### config.mk
export PLATFORM = sky130hd
export DESIGN_NAME = lz77_enc_ctrl
export DESIGN_NICKNAME = d
export VERILOG_FILES = /design/src/rtl/lz77_enc_ctrl.sv
export SDC_FILE = /design/constraint.sdc
export NUM_CORES = 1
export LEC_CHECK = 0
export ABC_CLOCK_PERIOD_IN_PS = 5500
export CAP_MARGIN = 20
export CORE_ASPECT_RATIO = 0.7
export CORE_MARGIN = 2
export CORE_UTILIZATION = 60
export DETAILED_ROUTE_END_ITERATION = 10
export PLACE_DENSITY_LB_ADDON = 0.12
export SLEW_MARGIN = 15
export SYNTH_ARGS = -nofsm -noshare
export SYNTH_HDL_FRONTEND = slang
export SYNTH_SLANG_ARGS = --single-unit
export TNS_END_PERCENT = 100
### constraint.sdc
create_clock -name clk -period 5.5 [get_ports clk]
set_input_delay 1.1 -clock clk [delete_from_list [all_inputs] [get_ports clk]]
set_output_delay 1.1 -clock clk [all_outputs]
set_load 0.01 [all_outputs]
### src/rtl/lz77_enc_ctrl.sv
// lz77_enc_ctrl: sequencer for one LZ77 encoder core.
// Starts an image on command, holds the core in reset for one cycle, streams
// exactly IMG_LEN characters from a valid/ready source into the core, captures
// the core's one-cycle token strobes into a small FIFO, drains that FIFO to a
// valid/ready sink and reports completion or a sticky error code.
module lz77_enc_ctrl #(
  parameter int IMG_LEN    = 2049,   // chars per image, trailing '$' included
  parameter int FIFO_DEPTH = 4,      // token FIFO entries, power of 2, >= 2
  parameter int WDOG_CYC   = 65535   // max ENC cycles between tokens
) (
  input  logic        clk,
  input  logic        reset,         // synchronous, active-low
  input  logic        start,
  input  logic        src_valid,
  input  logic [7:0]  src_data,
  output logic        src_ready,
  output logic        core_reset,
  output logic [7:0]  core_char,
  input  logic        core_valid,
  input  logic [3:0]  core_offset,
  input  logic [2:0]  core_mlen,
  input  logic [7:0]  core_cnxt,
  input  logic        core_finish,
  output logic        tok_valid,
  output logic [14:0] tok_data,
  input  logic        tok_ready,
  output logic        busy,
  output logic        done,
  output logic [1:0]  err,
  output logic [11:0] tok_cnt
);

  localparam int PTR_W  = $clog2(FIFO_DEPTH);
  localparam int CNT_W  = PTR_W + 1;
  localparam int CHAR_W = $clog2(IMG_LEN + 1);
  localparam int WDOG_W = $clog2(WDOG_CYC + 1);

  localparam logic [CNT_W-1:0]  DEPTH_C     = CNT_W'(FIFO_DEPTH);
  localparam logic [CHAR_W-1:0] LAST_CHAR_C = CHAR_W'(IMG_LEN - 1);
  localparam logic [WDOG_W-1:0] WDOG_LAST_C = WDOG_W'(WDOG_CYC - 1);
  localparam logic [11:0]       TOK_MAX_C   = 12'hfff;

  typedef enum logic [2:0] {
    S_IDLE,
    S_CRST,
    S_LOAD,
    S_ENC,
    S_DRAIN,
    S_DONE,
    S_ERR
  } state_t;

  state_t              state;
  logic [CHAR_W-1:0]   char_cnt;
  logic [WDOG_W-1:0]   wdog;

  // Token FIFO storage and bookkeeping.
  logic [14:0]         mem [FIFO_DEPTH];
  logic [PTR_W-1:0]    wr_ptr;
  logic [PTR_W-1:0]    rd_ptr;
  logic [CNT_W-1:0]    fifo_cnt;

  // Per-cycle decoded events.
  logic                push;
  logic                pop;
  logic                full;
  logic                wr_en;
  logic                overflow;
  logic                wdog_exp;
  logic                load_err;
  logic                start_acc;
  logic                flush;
  logic [14:0]         push_data;
  logic [PTR_W-1:0]    rd_next;
  logic [CNT_W-1:0]    cnt_after_pop;
  logic [CNT_W-1:0]    cnt_next;

  // Character path: the core sees source data only while loading a valid char.
  always_comb begin
    // NOTE: the default comes first so every path assigns core_char and no latch is inferred.
    core_char = 8'h00;
    if (state == S_LOAD && src_valid) begin
      core_char = src_data;
    end
  end

  // Event decode shared by the FSM and the FIFO.
  always_comb begin
    push          = (state == S_ENC) && core_valid;
    pop           = tok_valid && tok_ready;
    full          = (fifo_cnt == DEPTH_C);
    // A push into a full FIFO is still accepted when the head leaves this cycle.
    wr_en         = push && (!full || pop);
    overflow      = push && full && !pop;
    wdog_exp      = (state == S_ENC) && !core_valid && (wdog == WDOG_LAST_C);
    load_err      = (state == S_LOAD) && !src_valid;
    start_acc     = (state == S_IDLE) && start;
    flush         = start_acc || overflow || wdog_exp || load_err || (state == S_ERR);
    push_data     = {core_offset, core_mlen, core_cnxt};
    rd_next       = rd_ptr + PTR_W'(pop);
    cnt_after_pop = fifo_cnt - CNT_W'(pop);
    cnt_next      = cnt_after_pop + CNT_W'(wr_en);
  end

  // Control FSM: state, registered handshakes to core and source, status and counters.
  always_ff @(posedge clk) begin
    if (!reset) begin
      state      <= S_IDLE;
      core_reset <= 1'b1;
      src_ready  <= 1'b0;
      busy       <= 1'b0;
      done       <= 1'b0;
      err        <= 2'b00;
      tok_cnt    <= '0;
      char_cnt   <= '0;
      wdog       <= '0;
    end else begin
      // NOTE: sequential state uses <= so every flop here samples pre-edge values.
      done <= 1'b0;
      case (state)
        S_IDLE: begin
          core_reset <= 1'b1;
          src_ready  <= 1'b0;
          busy       <= 1'b0;
          if (start) begin
            state    <= S_CRST;
            busy     <= 1'b1;
            err      <= 2'b00;
            tok_cnt  <= '0;
            char_cnt <= '0;
            wdog     <= '0;
          end
        end

        S_CRST: begin
          state      <= S_LOAD;
          core_reset <= 1'b0;
          src_ready  <= 1'b1;
        end

        S_LOAD: begin
          if (!src_valid) begin
            // The core cannot stall, so a missing char aborts the image.
            err[0]     <= 1'b1;
            state      <= S_ERR;
            core_reset <= 1'b1;
            src_ready  <= 1'b0;
          end else begin
            char_cnt <= char_cnt + CHAR_W'(1);
            if (char_cnt == LAST_CHAR_C) begin
              state     <= S_ENC;
              src_ready <= 1'b0;
            end
          end
        end

        S_ENC: begin
          if (wr_en && tok_cnt != TOK_MAX_C) begin
            tok_cnt <= tok_cnt + 12'd1;
          end
          wdog <= core_valid ? '0 : wdog + WDOG_W'(1);
          if (overflow) begin
            err[1]     <= 1'b1;
            state      <= S_ERR;
            core_reset <= 1'b1;
          end else if (core_finish) begin
            state <= S_DRAIN;
          end else if (wdog_exp) begin
            err[1]     <= 1'b1;
            state      <= S_ERR;
            core_reset <= 1'b1;
          end
        end

        S_DRAIN: begin
          if (fifo_cnt == '0) begin
            state <= S_DONE;
            done  <= 1'b1;
          end
        end

        S_DONE: begin
          state      <= S_IDLE;
          busy       <= 1'b0;
          core_reset <= 1'b1;
        end

        S_ERR: begin
          state      <= S_IDLE;
          busy       <= 1'b0;
          core_reset <= 1'b1;
        end

        default: begin
          state      <= S_IDLE;
          busy       <= 1'b0;
          core_reset <= 1'b1;
          src_ready  <= 1'b0;
        end
      endcase
    end
  end

  // FIFO pointers, occupancy and the registered head presented to the sink.
  always_ff @(posedge clk) begin
    if (!reset || flush) begin
      wr_ptr    <= '0;
      rd_ptr    <= '0;
      fifo_cnt  <= '0;
      tok_valid <= 1'b0;
      tok_data  <= '0;
    end else begin
      if (wr_en) begin
        wr_ptr <= wr_ptr + PTR_W'(1);
      end
      rd_ptr    <= rd_next;
      fifo_cnt  <= cnt_next;
      tok_valid <= (cnt_next != '0);
      // When the FIFO is otherwise empty the new token becomes the head directly;
      // otherwise the head is the oldest remaining stored entry.
      if (wr_en && cnt_after_pop == '0) begin
        tok_data <= push_data;
      end else begin
        tok_data <= mem[rd_next];
      end
    end
  end

  // FIFO storage write port.
  always_ff @(posedge clk) begin
    // NOTE: the token storage is not reset; fifo_cnt and tok_valid qualify every entry.
    if (wr_en) begin
      mem[wr_ptr] <= push_data;
    end
  end

endmodule

==> run_results.csv <==
group,metric,value,unit
run_status,outcome,"completed",
critical_path,cp_max_fo,13,
cts,root_buffer,"clkbuf_16",
cts,cts_resized,0,
critical_path,worstPathArrival,2.74,ns
cells_and_area,layout.area.seq,3240,sq um
global_routing,first_global_vias,4122,
routing,postRouteWirelength,13.8,mm
sta,rsz0062_at_grt,"no",
synthesis,yosysTopAreaCell,"edfxtp_1",
critical_path,crit_path_frequent_cell,"clkdlybuf4s50_1",
cts,tritoncts,"built",
floorplan,coreArea,9720,sq um
cells_and_area,multi_input_area,2580,sq um
synthesis,synthArstFlopShare,0,%
power,peakVddDrop,0.261,mV
cts,postCtsSetupBuffers,0,
cells_and_area,num_antenna_cells,0,
synthesis,synth-seq-cells,132,
min_path,hold_start,"err[0]",
routing,viasPerCell,6.17,
synthesis,synth_xor_xnor_area_share,1.60,%
critical_path,crit_chain,"clkdlybuf4s50_1, and4bb_2, and2_1, clkdlybuf4s50_1",
synthesis,synthCells,510,
synthesis,avgSynthCellArea,11.8,sq um
floorplan,die_y,87.9,um
power,powerDensity,342,nW/um^2
global_routing,grt_start_max_net_pins,25,
critical_path,cp-startpoint,"src_valid",
cts,numCtsBuffers,17,
cells_and_area,synthToLayoutAreaGrowth,23.4,%
synthesis,synthMuxAreaShare,8.58,%
synthesis,yosys_warnings,0,
synthesis,mappedNetlistArea,6040,sq um
power,p_leak,2.46,nW
routing,detail_route.drc_violations,0,
cts,htreeDepth,4,
sta,hold_viol,0,
floorplan,start_util,62.1,%
critical_path,r2r-start,"state[2]",
power,totalPowerFinal,0.00255,W
floorplan,die_w,124,um
synthesis,synth_top_cell_area_share,29.9,%
cells_and_area,fill_cells,633,
synthesis,yosys.area_share.adder,2.90,%
cts,worstSkewPairLatency,0.42,ns
sta,setup_viol,0,
sta,max_freq,260,MHz
critical_path,critPathRequiredTime,4.40,ns
floorplan,io-pin-count,72,
critical_path,critical_path_class,"in -> out",
global_routing,grt-ovfl-total,0,
routing,drtPass1Iterations,5,
global_routing,grt_pass1_wl,21.2,mm
cts,cts.path.max_buffers,2,
cells_and_area,nNetsFinal,618,
critical_path,cp_slowest_cell,"clkdlybuf4s50_1",
synthesis,synth_ff_type,"dfxtp_1",
sta,finalClockSkew,0.0112,ns
placement,hpwl,8.41,mm
synthesis,yosysUniqueCellTypes,66,
cts,cts_sinks,132,
cts,cts_hold_buf,0,
sta,maxSlewViolCount,0,
critical_path,startpoint_type,"input pin",
synthesis,synthTopCellsByArea,"edfxtp_1 (30%), dfxtp_1 (24%), mux4_2 (5.6%), mux2i_1 (3.0%), ha_1 (2.9%)",
synthesis,synth_compound_area_share,12.1,%
sta,fin_tns_setup,0,ns
sta,worstMarginPinSlew,0.832,ns
floorplan,die_area,10900,sq um
sta,fin_crit,3.84,ns
synthesis,yosysSeqAreaShare,53.7,%
routing,wire_per_inst,19.3,um
global_routing,antenna_found_initial,0,
global_routing,grt_usage,26.3,%
cells_and_area,layout-drive-gt1-share,12.9,%
synthesis,synthSimpleGateAreaFrac,17.3,%
synthesis,synth_top_family_by_area,"simple AND/OR/NAND/NOR gates",
critical_path,setup.worst_path.end_class,"output port",
routing,num_vias,4412,
sta,timing.final.crit_share,69.9,%
floorplan,rows,30,
routing,ant_nets,0,
synthesis,synth_edf_count,60,
min_path,min_path_type,"reg -> reg",
placement,placement.io_buffers,71,
placement,gp_congestion,0.851,
routing,drt_iter0_markers,399,
cts,path_clk_slew,0.06,ns
critical_path,crit_path_max_incr_delay,0.53,ns
sta,max_slew_margin,44.5,%
synthesis,syn_nets,554,
flow_run,maxCapViolCount,0,
[per-stage QoR]
stage	setup slack (ns)	instances	instance area, sq um	hold slack [ns]	utilization [%]
2_1_floorplan	2.44	510	6040	0.449	-
3_3_place_gp	1.56	682	6790	0.452	69.9
3_5_place_dp	1.49	682	6790	0.473	69.9
4_1_cts	1.65	714	7440	0.486	76.5
5_1_grt	1.57	715	7450	0.507	76.6
6_report	1.66	715	7450	0.481	76.6
[layout by cell type, fill, tap and decap left out, drive strengths merged, types with 12 or more instances in the layout]
cell and instances:
a21oi 28, and2 14, clkbuf 17, clkdlybuf4s50 71
dfxtp 72, edfxtp 60, ha 14, inv 24
mux2i 18, mux4 15, nand2 23, nand3 18
nor2 23, nor3 29, o21ai 17, o31ai 12
or4 12
[power by group]
part	switching, W	internal, W
clock network	0.000457	0.000774
registers	0.0000331	0.00105
logic	0.000127	0.000111
total	0.000617	0.00193
[layer usage]
metal	track usage (%)	routed length, um	up-vias
met5	0	0	-
met4	11.7	243	0
met3	5.14	826	28
met2	41.1	6590	159
met1	36.1	6100	2137
li1	-	-	2088
[synth_stat cells, drive strengths merged (3+ instances only)]
master	n
dfxtp	72
edfxtp	60
nor3	29
a21oi	28
nand2	23
nor2	23
mux2i	18
nand3	18
inv	17
o21ai	17
clkbuf	16
buf	15
mux4	15
and2	14
ha	14
o31ai	12
or4	12
nand4	9
or3	8
a31oi	7
a211oi	6
nor4	6
xnor2	6
a311oi	5
nor3b	5
xor2	5
a21o	4
and3	4
o211ai	4
a2111oi	3
[final timing paths]
kind / to / slack [ns] / cells past startpoint
max: core_char[5] / 1.66 / 4
min: err[0] / 0.48 / 2
max reg2reg: tok_valid / 2.36 / 8
min reg2reg: err[0] / 0.48 / 2
[sequential cells by signal, indices dropped and copies added (netlist names)]
signal / count
char_cnt: 12
done: 1
state: 3
tok_data: 15
tok_valid: 1
mem: 60
fifo_cnt: 3
rd_ptr: 2
err: 2
wdog: 16
tok_cnt: 12
core_reset: 1
busy: 1
src_ready: 1
wr_ptr: 2
[logic make-up (layout without fill, tap and decap cells)]
group	count (synthesis)	after routing
buffers and inverters	49	126
XOR/XNOR	11	11
adder cells (fa/ha/maj)	14	14
multiplexers	33	33
AO/OA/AOI/OAI	101	101
flip-flops	132	132
AND/OR/NAND/NOR	170	170
[critical path, delay by kind of cell]
kind                   cells  cell delay (ns)
buffers and inverters      2             1.06
AND/OR/NAND/NOR            2             0.57
[cell type report]
type                       count  area share, %
timing repair buffer          76           10.1
sequential                   132           43.5
tap                          128           2.15
inverter                      18          0.907
clock inverter                15           2.94
clock buffer                  17           5.71
multi-input combinational    329           34.6
Note: power is estimated with default switching activity, not from simulation.
